### config.mk
export PLATFORM = sky130hd
export DESIGN_NAME = tetris_display_ctrl
export DESIGN_NICKNAME = d
export VERILOG_FILES = /design/src/rtl/tetris_video_pkg.sv /design/src/rtl/video_timing_gen.sv /design/src/rtl/tetris_display_ctrl.sv
export SDC_FILE = /design/constraint.sdc
export NUM_CORES = 1
export LEC_CHECK = 0
export ABC_CLOCK_PERIOD_IN_PS = 5700
export CAP_MARGIN = 20
export CORE_UTILIZATION = 25
export CTS_BUF_LIST = sky130_fd_sc_hd__clkbuf_8 sky130_fd_sc_hd__clkbuf_16
export DETAILED_ROUTE_END_ITERATION = 10
export PLACE_DENSITY = 0.45
export SLEW_MARGIN = 30
export SYNTH_ARGS = -nofsm -noshare
export SYNTH_HDL_FRONTEND = slang
export SYNTH_HIERARCHICAL = 1
export SYNTH_SLANG_ARGS = --single-unit
### constraint.sdc
create_clock -name pixclk -period 5.7 [get_ports pixclk]
set_clock_uncertainty 0.2 [all_clocks]
set_input_delay 1.14 -clock pixclk [delete_from_list [all_inputs] [get_ports pixclk]]
set_output_delay 1.14 -clock pixclk [all_outputs]
set_load 0.03 [all_outputs]
### src/rtl/tetris_video_pkg.sv
// ============================================================================
//  Module : tetris_video_pkg
//  Brief  : Shared video timing defaults, playfield geometry, cell colour type
//           and the colour-index palette for the Tetris display path.
//  Rev    : 1.0  initial release
// ============================================================================
`default_nettype none

package tetris_video_pkg;

    localparam int DEF_H_ACTIVE = 640;
    localparam int DEF_H_FP     = 16;
    localparam int DEF_H_SYNC   = 96;
    localparam int DEF_H_BP     = 48;
    localparam int DEF_V_ACTIVE = 480;
    localparam int DEF_V_FP     = 10;
    localparam int DEF_V_SYNC   = 2;
    localparam int DEF_V_BP     = 33;

    localparam int DEF_BOARD_X0 = 240;
    localparam int DEF_BOARD_Y0 = 80;
    localparam int DEF_CELL_PX  = 16;
    localparam int DEF_BOARD_W  = 10;
    localparam int DEF_BOARD_H  = 20;

    localparam int CNT_W  = 10;
    localparam int ADDR_W = 8;

    typedef logic [2:0]  cell_idx_t;
    typedef logic [23:0] rgb_t;

    localparam rgb_t GRID_RGB = 24'h404040;

    // Index 0 is an empty cell and shows as white.
    function automatic rgb_t palette(input cell_idx_t idx);
        rgb_t v_rgb;
        case (idx)
            3'd0:    v_rgb = 24'hFFFFFF;
            3'd1:    v_rgb = 24'hFF0000;
            3'd2:    v_rgb = 24'h00FF00;
            3'd3:    v_rgb = 24'h0000FF;
            3'd4:    v_rgb = 24'hFFFF00;
            3'd5:    v_rgb = 24'hFF00FF;
            3'd6:    v_rgb = 24'h00FFFF;
            default: v_rgb = 24'hFF8000;
        endcase
        return v_rgb;
    endfunction

endpackage

`default_nettype wire

### src/rtl/video_timing_gen.sv
// ============================================================================
//  Module : video_timing_gen
//  Brief  : Horizontal/vertical pixel counters with decoded sync, active and
//           frame-start flags, all aligned to the current counter values.
//  Rev    : 1.0  initial release
// ============================================================================
`default_nettype none

module video_timing_gen
    import tetris_video_pkg::*;
#(
    parameter int H_ACTIVE = DEF_H_ACTIVE,
    parameter int H_FP     = DEF_H_FP,
    parameter int H_SYNC   = DEF_H_SYNC,
    parameter int H_BP     = DEF_H_BP,
    parameter int V_ACTIVE = DEF_V_ACTIVE,
    parameter int V_FP     = DEF_V_FP,
    parameter int V_SYNC   = DEF_V_SYNC,
    parameter int V_BP     = DEF_V_BP
) (
    input  logic             pixclk,
    input  logic             rst_n,
    output logic [CNT_W-1:0] o_hc,
    output logic [CNT_W-1:0] o_vc,
    output logic             o_active,
    output logic             o_hsync,
    output logic             o_vsync,
    output logic             o_frame_start
);

    localparam logic [CNT_W-1:0] c_H_ACT   = CNT_W'(H_ACTIVE);
    localparam logic [CNT_W-1:0] c_H_LAST  = CNT_W'(H_ACTIVE + H_FP + H_SYNC + H_BP - 1);
    localparam logic [CNT_W-1:0] c_HS_BEG  = CNT_W'(H_ACTIVE + H_FP);
    localparam logic [CNT_W-1:0] c_HS_END  = CNT_W'(H_ACTIVE + H_FP + H_SYNC);
    localparam logic [CNT_W-1:0] c_V_ACT   = CNT_W'(V_ACTIVE);
    localparam logic [CNT_W-1:0] c_V_LAST  = CNT_W'(V_ACTIVE + V_FP + V_SYNC + V_BP - 1);
    localparam logic [CNT_W-1:0] c_VS_BEG  = CNT_W'(V_ACTIVE + V_FP);
    localparam logic [CNT_W-1:0] c_VS_END  = CNT_W'(V_ACTIVE + V_FP + V_SYNC);

    logic [CNT_W-1:0] r_hc;
    logic [CNT_W-1:0] r_vc;
    logic             w_h_last;
    logic             w_v_last;

    assign w_h_last = (r_hc == c_H_LAST);
    assign w_v_last = (r_vc == c_V_LAST);

    always_ff @(posedge pixclk or negedge rst_n) begin
        if (!rst_n) begin
            r_hc <= '0;
            r_vc <= '0;
        end else if (w_h_last) begin
            r_hc <= '0;
            r_vc <= w_v_last ? '0 : r_vc + 1'b1;
        end else begin
            r_hc <= r_hc + 1'b1;
        end
    end

    assign o_hc          = r_hc;
    assign o_vc          = r_vc;
    assign o_active      = (r_hc < c_H_ACT) && (r_vc < c_V_ACT);
    assign o_hsync       = !((r_hc >= c_HS_BEG) && (r_hc < c_HS_END));
    assign o_vsync       = !((r_vc >= c_VS_BEG) && (r_vc < c_VS_END));
    assign o_frame_start = (r_hc == '0) && (r_vc == '0);

endmodule

`default_nettype wire

### src/rtl/tetris_display_ctrl.sv
// ============================================================================
//  Module : tetris_display_ctrl
//  Brief  : 640x480 HDMI pixel sequencer for the Tetris playfield with cell-RAM
//           arbitration (display has priority, game writes via req/ack).
//           Optional macro GRID_LINES_EN draws 404040 grid lines on cell edges.
//  Rev    : 1.0  initial release
// ============================================================================
`default_nettype none

module tetris_display_ctrl
    import tetris_video_pkg::*;
#(
    parameter int H_ACTIVE = DEF_H_ACTIVE,
    parameter int H_FP     = DEF_H_FP,
    parameter int H_SYNC   = DEF_H_SYNC,
    parameter int H_BP     = DEF_H_BP,
    parameter int V_ACTIVE = DEF_V_ACTIVE,
    parameter int V_FP     = DEF_V_FP,
    parameter int V_SYNC   = DEF_V_SYNC,
    parameter int V_BP     = DEF_V_BP,
    parameter int BOARD_X0 = DEF_BOARD_X0,
    parameter int BOARD_Y0 = DEF_BOARD_Y0,
    parameter int CELL_PX  = DEF_CELL_PX,
    parameter int BOARD_W  = DEF_BOARD_W,
    parameter int BOARD_H  = DEF_BOARD_H
) (
    input  logic              pixclk,
    input  logic              rst_n,
    input  logic              wr_req,
    input  logic [ADDR_W-1:0] wr_addr,
    input  logic [2:0]        wr_data,
    output logic              wr_ack,
    output logic [ADDR_W-1:0] ram_addr,
    output logic              ram_we,
    output logic [2:0]        ram_wdata,
    input  logic [2:0]        ram_rdata,
    output logic [7:0]        R_data,
    output logic [7:0]        G_data,
    output logic [7:0]        B_data,
    output logic              VDE,
    output logic              hsync,
    output logic              vsync,
    output logic              frame_start
);

    localparam int               c_CELL_SH = $clog2(CELL_PX);
    localparam logic [CNT_W-1:0] c_X0      = CNT_W'(BOARD_X0);
    localparam logic [CNT_W-1:0] c_X1      = CNT_W'(BOARD_X0 + BOARD_W * CELL_PX);
    localparam logic [CNT_W-1:0] c_Y0      = CNT_W'(BOARD_Y0);
    localparam logic [CNT_W-1:0] c_Y1      = CNT_W'(BOARD_Y0 + BOARD_H * CELL_PX);
    localparam logic [ADDR_W-1:0] c_BW     = ADDR_W'(BOARD_W);
    localparam logic [ADDR_W-1:0] c_CELLS  = ADDR_W'(BOARD_W * BOARD_H);

    logic [CNT_W-1:0]  w_hc;
    logic [CNT_W-1:0]  w_vc;
    logic              w_active;
    logic              w_hsync;
    logic              w_vsync;
    logic              w_frame_start;
    logic [CNT_W-1:0]  w_bx;
    logic [CNT_W-1:0]  w_by;
    logic [ADDR_W-1:0] w_row;
    logic [ADDR_W-1:0] w_col;
    logic [ADDR_W-1:0] w_cell_addr;
    logic              w_disp_slot;
    rgb_t              w_pix_rgb;

    video_timing_gen #(
        .H_ACTIVE (H_ACTIVE),
        .H_FP     (H_FP),
        .H_SYNC   (H_SYNC),
        .H_BP     (H_BP),
        .V_ACTIVE (V_ACTIVE),
        .V_FP     (V_FP),
        .V_SYNC   (V_SYNC),
        .V_BP     (V_BP)
    ) u_timing (
        .pixclk        (pixclk),
        .rst_n         (rst_n),
        .o_hc          (w_hc),
        .o_vc          (w_vc),
        .o_active      (w_active),
        .o_hsync       (w_hsync),
        .o_vsync       (w_vsync),
        .o_frame_start (w_frame_start)
    );

    assign w_bx        = w_hc - c_X0;
    assign w_by        = w_vc - c_Y0;
    assign w_col       = ADDR_W'(w_bx >> c_CELL_SH);
    assign w_row       = ADDR_W'(w_by >> c_CELL_SH);
    assign w_cell_addr = w_row * c_BW + w_col;
    assign w_disp_slot = (w_hc >= c_X0) && (w_hc < c_X1) && (w_vc >= c_Y0) && (w_vc < c_Y1);

    // Game writes fill every cycle the display is not reading; nothing is granted while in reset.
    assign wr_ack    = rst_n && wr_req && !w_disp_slot;
    assign ram_we    = wr_ack && (wr_addr < c_CELLS);
    assign ram_addr  = w_disp_slot ? w_cell_addr : wr_addr;
    assign ram_wdata = wr_data;

    logic r_s1_active;
    logic r_s1_in_board;
    logic r_s1_hsync;
    logic r_s1_vsync;
    logic r_s1_frame_start;

    always_ff @(posedge pixclk or negedge rst_n) begin
        if (!rst_n) begin
            r_s1_active      <= 1'b0;
            r_s1_in_board    <= 1'b0;
            r_s1_hsync       <= 1'b1;
            r_s1_vsync       <= 1'b1;
            r_s1_frame_start <= 1'b0;
        end else begin
            r_s1_active      <= w_active;
            r_s1_in_board    <= w_disp_slot;
            r_s1_hsync       <= w_hsync;
            r_s1_vsync       <= w_vsync;
            r_s1_frame_start <= w_frame_start;
        end
    end

`ifdef GRID_LINES_EN
    logic r_s1_grid;

    always_ff @(posedge pixclk or negedge rst_n) begin
        if (!rst_n) begin
            r_s1_grid <= 1'b0;
        end else begin
            r_s1_grid <= (w_bx[c_CELL_SH-1:0] == '0) || (w_by[c_CELL_SH-1:0] == '0);
        end
    end
`endif

    // ram_rdata arrives in stage 1, aligned with the delayed control flags.
    always_comb begin
        w_pix_rgb = '0;
        if (r_s1_active && r_s1_in_board) begin
            w_pix_rgb = palette(cell_idx_t'(ram_rdata));
`ifdef GRID_LINES_EN
            if (r_s1_grid) begin
                w_pix_rgb = GRID_RGB;
            end
`endif
        end
    end

    always_ff @(posedge pixclk or negedge rst_n) begin
        if (!rst_n) begin
            R_data      <= '0;
            G_data      <= '0;
            B_data      <= '0;
            VDE         <= 1'b0;
            hsync       <= 1'b1;
            vsync       <= 1'b1;
            frame_start <= 1'b0;
        end else begin
            R_data      <= w_pix_rgb[23:16];
            G_data      <= w_pix_rgb[15:8];
            B_data      <= w_pix_rgb[7:0];
            VDE         <= r_s1_active;
            hsync       <= r_s1_hsync;
            vsync       <= r_s1_vsync;
            frame_start <= r_s1_frame_start;
        end
    end

endmodule

`default_nettype wire

Word level (Yosys, flattened, before mapping) --
Cells that the tools add are included.
Storage, ports and cells: register bits 53, latch bits 0, RAM bits 0, memory bits (read-only) 0, bits of input ports 17, output and inout port bits 41, word-level logic and storage cells 61, memories kept 0
Cells by class: $add $sub $neg 5, multiply operators 1, div/mod/pow operators 0, $lt $le $gt $ge 11, equality and inequality tests 8, shift-type cells 0, multiplexer cells 5, bitwise gates (word level) 0, reduce and logical (&&, ||, !) cells 17
Operators by type and width (number):
- case mux 24 bit (7 select lines) | 1
- < comparator 10 x 9 -> 1 bit, second input constant | 4
- two-way mux 24 bit | 1
- adder 10 x 1 -> 10 bit, second input constant | 2
- equality test 10 bit, second input constant | 2
- zero test 10 bit | 2
- < comparator 10 bit, second input constant | 2
- two-way mux 10 bit | 2
- logical AND 1 bit | 11
- greater-or-equal comparator 10 bit, second input constant | 1
- greater-or-equal comparator 10 x 7 -> 1 bit, second input constant | 1
- greater-or-equal comparator 10 x 8 -> 1 bit, second input constant | 1
- greater-or-equal comparator 10 x 9 -> 1 bit, second input constant | 1
- subtractor 10 x 7 -> 10 bit, second input constant | 1
- subtractor 10 x 8 -> 10 bit, second input constant | 1
- equality test 3 bit, second input constant | 3
- adder 8 x 6 -> 8 bit | 1
- < comparator 8 bit, second input constant | 1
- two-way mux 8 bit | 1
- multiplier 6 x 3 -> 7 bit, second input constant | 1
- equality test 3 x 2 -> 1 bit, second input constant | 2
- equality test 3 x 1 -> 1 bit, second input constant | 1
- zero test 1 bit | 3
- zero test 3 bit | 1

Depth between registers and ports, before layout --
depth in word-level cells 7, depth in mapped cells 13, mapped depth without buffers 13

By module --
Netlist, hierarchy kept.
By module, submodules not included:
- tetris_display_ctrl | instances 1, cells each 133, area an instance 1308.8 um^2
- video_timing_gen | instances 1, cells each 114, area an instance 1106.1 um^2

Worst setup path before layout --
OpenSTA, ideal clock, no wires.
kind register -> output, from reg u_timing.r_vc[4], in the netlist u_timing/o_vc[4], to out ram_addr[7], arrival time 3439 ps, data required time 4360 ps, path slack 921 ps, cell stages (with the launch flop) 14, cells stage by stage dfrtp_1 -> inv_1 -> ha_1 -> nor2b_1 -> nand2b_1 -> nand2_1 -> ha_1 -> fa_1 -> ha_1 -> o21a_1 -> o31a_1 -> o21ai_1 -> xnor3_1 -> mux2i_1
Between the ends: longest elaborated chain between the ends 4
Ends and longest elaborated chain:
- start, declared | RTL line video_timing_gen.sv:41 | logic [CNT_W-1:0] r_vc;
- start signal, assigned | RTL line video_timing_gen.sv:54 | r_vc <= w_v_last ? '0 : r_vc + 1'b1;
- subtractor 10 x 7 -> 10 bit or greater-or-equal comparator 10 x 7 -> 1 bit (tied branches) | RTL line tetris_display_ctrl.sv:89, tetris_display_ctrl.sv:93
- multiplier 6 x 3 -> 7 bit or logical AND 1 bit (tied branches) | RTL line tetris_display_ctrl.sv:92, tetris_display_ctrl.sv:93
- adder 8 x 6 -> 8 bit or logical AND 1 bit (tied branches) | RTL line tetris_display_ctrl.sv:92, tetris_display_ctrl.sv:93
- two-way mux 8 bit * | RTL line tetris_display_ctrl.sv:98 | assign ram_addr = w_disp_slot ? w_cell_addr : wr_addr;
- end, declared | RTL line tetris_display_ctrl.sv:33 | output logic [ADDR_W-1:0] ram_addr,
Every way passes the cells marked *; elsewhere a longest branch is shown, timed or not.

Final worst setup path --
from reg u_timing.r_vc[4], in the netlist u_timing/o_vc[4], to out ram_addr[5]
The elaborated chain is that of the path after synthesis.

==> qor.csv <==
metric;value;unit
outcome;finished, final reports clean;
areaGrowthSynthToFinish;23.8;%
clockBufferDepth;2;
core_area;9280;um^2
met1_usage;14.2;%
p_leak;1.28;nW
routed_wl;5.19;mm
clk_pin_slew_worst_paths;0.08;ns
dpl.hpwl;3.89;mm
ys_async_sr_fraction;100;%
setup.worst_path.class;flip-flop to output port;
post_drt_wl_per_cell;12.7;um
avgSynthCellArea;9.78;um^2
synth_mux_area_share;4.40;%
synth_nets;286;
worst_slew_pin_slew;0.480;ns
grt_usage;10.9;%
fin_crit;5.27;ns
total_power;0.457;mW
power_per_cell_area;153;nW/um^2
critPathMaxFanout;10;
die_w;100;um
final_cell_area;2990;um^2
dpl_cell_area;2890;um^2
crit_arrival;3.93;ns
fp-row-count;35;
rsz0062_at_grt;false;
cts-root-buf;clkbuf_8;
detail_route.first_pass.iterations;6;
synth_top_family_by_area;simple AND/OR/NAND/NOR gates;
post-place-ws;0.397;ns
crit_end;ram_addr[5];
drc;0;
ir_drop;0.0000681;V
period_share;92.5;%
synth_compound_area_share;9.43;%
fin_tns_setup;0;ns
r2r_cells;4;
dieArea;10100;um^2
cts.htree.levels;2;
pin_count;58;
critPathLaunchType;flip-flop;
grt_use_met2;18.2;%
setup_viol;0;
grt_pass1_wl;8.54;mm
drt_iter0_markers;46;
r2r_slack;3.61;ns
synth-edff-count;0;
cts_tree;done;
clock_sinks;33;
overflow;0;
crit_slowest_cell;clkdlybuf4s50_1;
cp_common_cell;ha_1;
slowest_delay;0.59;ns
hold_path.class;flip-flop to flip-flop;
synth_cell_type_count;52;
vias;1834;
rr_startpoint;u_timing/o_hc[5];
via_per_inst;4.47;
relSlewSlack;67.7;%
drive_gt1_share;10.3;%
initial_core_util;26.0;%
synth_seq_cells;33;
yosys_warnings;6;
grt_pass1_vias;1796;
hold_viol;0;
grt_antenna_before_repair;0;
cp-startpoint;u_timing/o_vc[4];
ant_nets;0;
slew_violations;0;
place_congestion;0.717;
cp_cell_sequence;inv_1, ha_1, nor2b_1, nand2b_1, nand2_1, ha_1, fa_1, ha_1, o21a_1, o31a_1, a21oi_1, mux2_4, clkdlybuf4s50_1;
cap_violations;0;
nFillCells;982;
synthSimpleGateAreaFrac;19.6;%
final_nets;319;
netlist_area;2410;um^2
grt_busiest_layer;met2;
synthXorXnorAreaFrac;9.27;%
max_clock_freq;0.190;GHz
cts_buffers;5;
diodes;0;
yosysSeqAreaShare;34.4;%
rr_endpoint;u_timing/o_vc[9];
setup_ws;0.426;ns
use_met3;2.51;%
end_kind;output port;
io_buffers;51;
synthAdderAreaFrac;12.0;%
die_y;100;um
synth_ff_type;dfrtp_1;
required;4.36;ns
grt_max_degree;34;
synthCells;247;
clk_latency;0.29;ns
[cell usage in the layout (no fill, tap or decap), types with 6 or more instances in the layout]
cell type        count
a21oi_1              8
xor2_1              14
nand2_1             12
ha_1                20
nand4_1              6
nor2_1              15
clkbuf_8             6
dfrtp_1             29
inv_1               16
clkdlybuf4s50_1     48
xnor2_1              9
nand3_1             13
o21ai_0             12
[synthesized netlist by cell type (2+ instances only)]
library cell | count | area share [%]
buf_4 | 23 | 7.2
o21ai_0 | 12 | 2.5
ha_1 | 20 | 10
nand2_1 | 12 | 1.9
a21oi_1 | 8 | 1.7
mux2i_1 | 2 | 0.83
nor4_1 | 5 | 1.3
buf_6 | 2 | 0.93
and3_2 | 2 | 0.62
nor2_1 | 15 | 2.3
xnor2_1 | 9 | 3.3
clkbuf_2 | 2 | 0.41
or3_1 | 2 | 0.52
o31ai_1 | 3 | 0.93
dfstp_2 | 4 | 4.4
nand3_1 | 13 | 2.7
nand4_1 | 6 | 1.6
mux2_4 | 5 | 3.1
dfrtp_1 | 29 | 30
nand2b_1 | 2 | 0.52
nor2b_1 | 5 | 1.3
inv_1 | 15 | 2.3
a21o_1 | 3 | 0.93
nor3_1 | 5 | 1.0
xor2_1 | 14 | 5.1
fa_1 | 2 | 1.7
and2_1 | 2 | 0.52
[critical path: cells and delay by family, from the launching register on]
kind / cells / cell delay [ns]
multiplexers: 1 / 0.26
flip-flops: 1 / 0.49
AO/OA/AOI/OAI: 3 / 0.34
buffers and inverters: 2 / 0.73
adder cells (fa/ha/maj): 4 / 1.46
AND/OR/NAND/NOR: 3 / 0.36
[per-layer routing]
layer	routed length (um)	share of wire, %
met5	0	0
met1	2570	49
met3	251	4.8
met4	18	0.35
met2	2360	45
[cell type report]
type | instances | area [um^2] | share of cell area [%]
clock buffers | 6 | 82.6 | 2.76
clock inverters | 2 | 11.3 | 0.377
inverters | 15 | 56.3 | 1.88
multi-input cells | 172 | 1320 | 44.2
flip-flops and latches | 33 | 831 | 27.8
well taps | 129 | 161 | 5.40
repair buffers | 53 | 526 | 17.6
[how the worst min path moves through the flow]
| stage | from | slack (ns) | cells past startpoint | to |
|---|---|---|---|---|
| after CTS | r_s1_frame_start | 0.15 | 0 | frame_start |
| after floorplan | r_s1_frame_start | 0.13 | 0 | frame_start |
| final | r_s1_frame_start | 0.15 | 0 | frame_start |
| after detailed placement | r_s1_frame_start | 0.14 | 0 | frame_start |
| after global placement | r_s1_frame_start | 0.13 | 0 | frame_start |
| after global routing | r_s1_hsync | 0.17 | 0 | hsync |
[logic make-up after synthesis]
family,after synthesis
adder cells (fa/ha/maj),22
AO/OA/AOI/OAI,36
flip-flops,33
multiplexers,8
buffers and inverters,42
AND/OR/NAND/NOR,82
XOR/XNOR,24
[flip-flops by register name, indices dropped and copies added (netlist names)]
| register | flops |
|---|---|
| R_data | 1 |
| frame_start | 1 |
| u_timing/o_hc | 10 |
| hsync | 1 |
| G_data | 2 |
| r_s1_active | 1 |
| r_s1_vsync | 1 |
| r_s1_hsync | 1 |
| r_s1_frame_start | 1 |
| VDE | 1 |
| r_s1_in_board | 1 |
| u_timing/o_vc | 10 |
| vsync | 1 |
| B_data | 1 |
[through the flow]
step           utilization (%)  cells  hold WS, ns
2_1_floorplan                -    247        0.131
3_3_place_gp              31.1    402        0.134
3_5_place_dp              31.1    402        0.136
4_1_cts                   32.2    410        0.152
5_1_grt                   32.2    410        0.165
6_report                  32.2    410        0.149
[report_power, final]
| part | internal (mW) | switching (mW) | leakage [nW] |
|---|---|---|---|
| clock | 0.0964 | 0.0896 | 0.0486 |
| sequential | 0.234 | 0 | 0.422 |
| combinational | 0.0184 | 0.0187 | 0.805 |
[repair_timing]
action | 4_1_cts | 5_1_grt
setup endpoints to repair | 0 | 2
resized for setup | 0 | 2
hold buffers | 0 | 0
buffers inserted | 0 | 0
No activity file was read; power rests on OpenSTA's default activity.
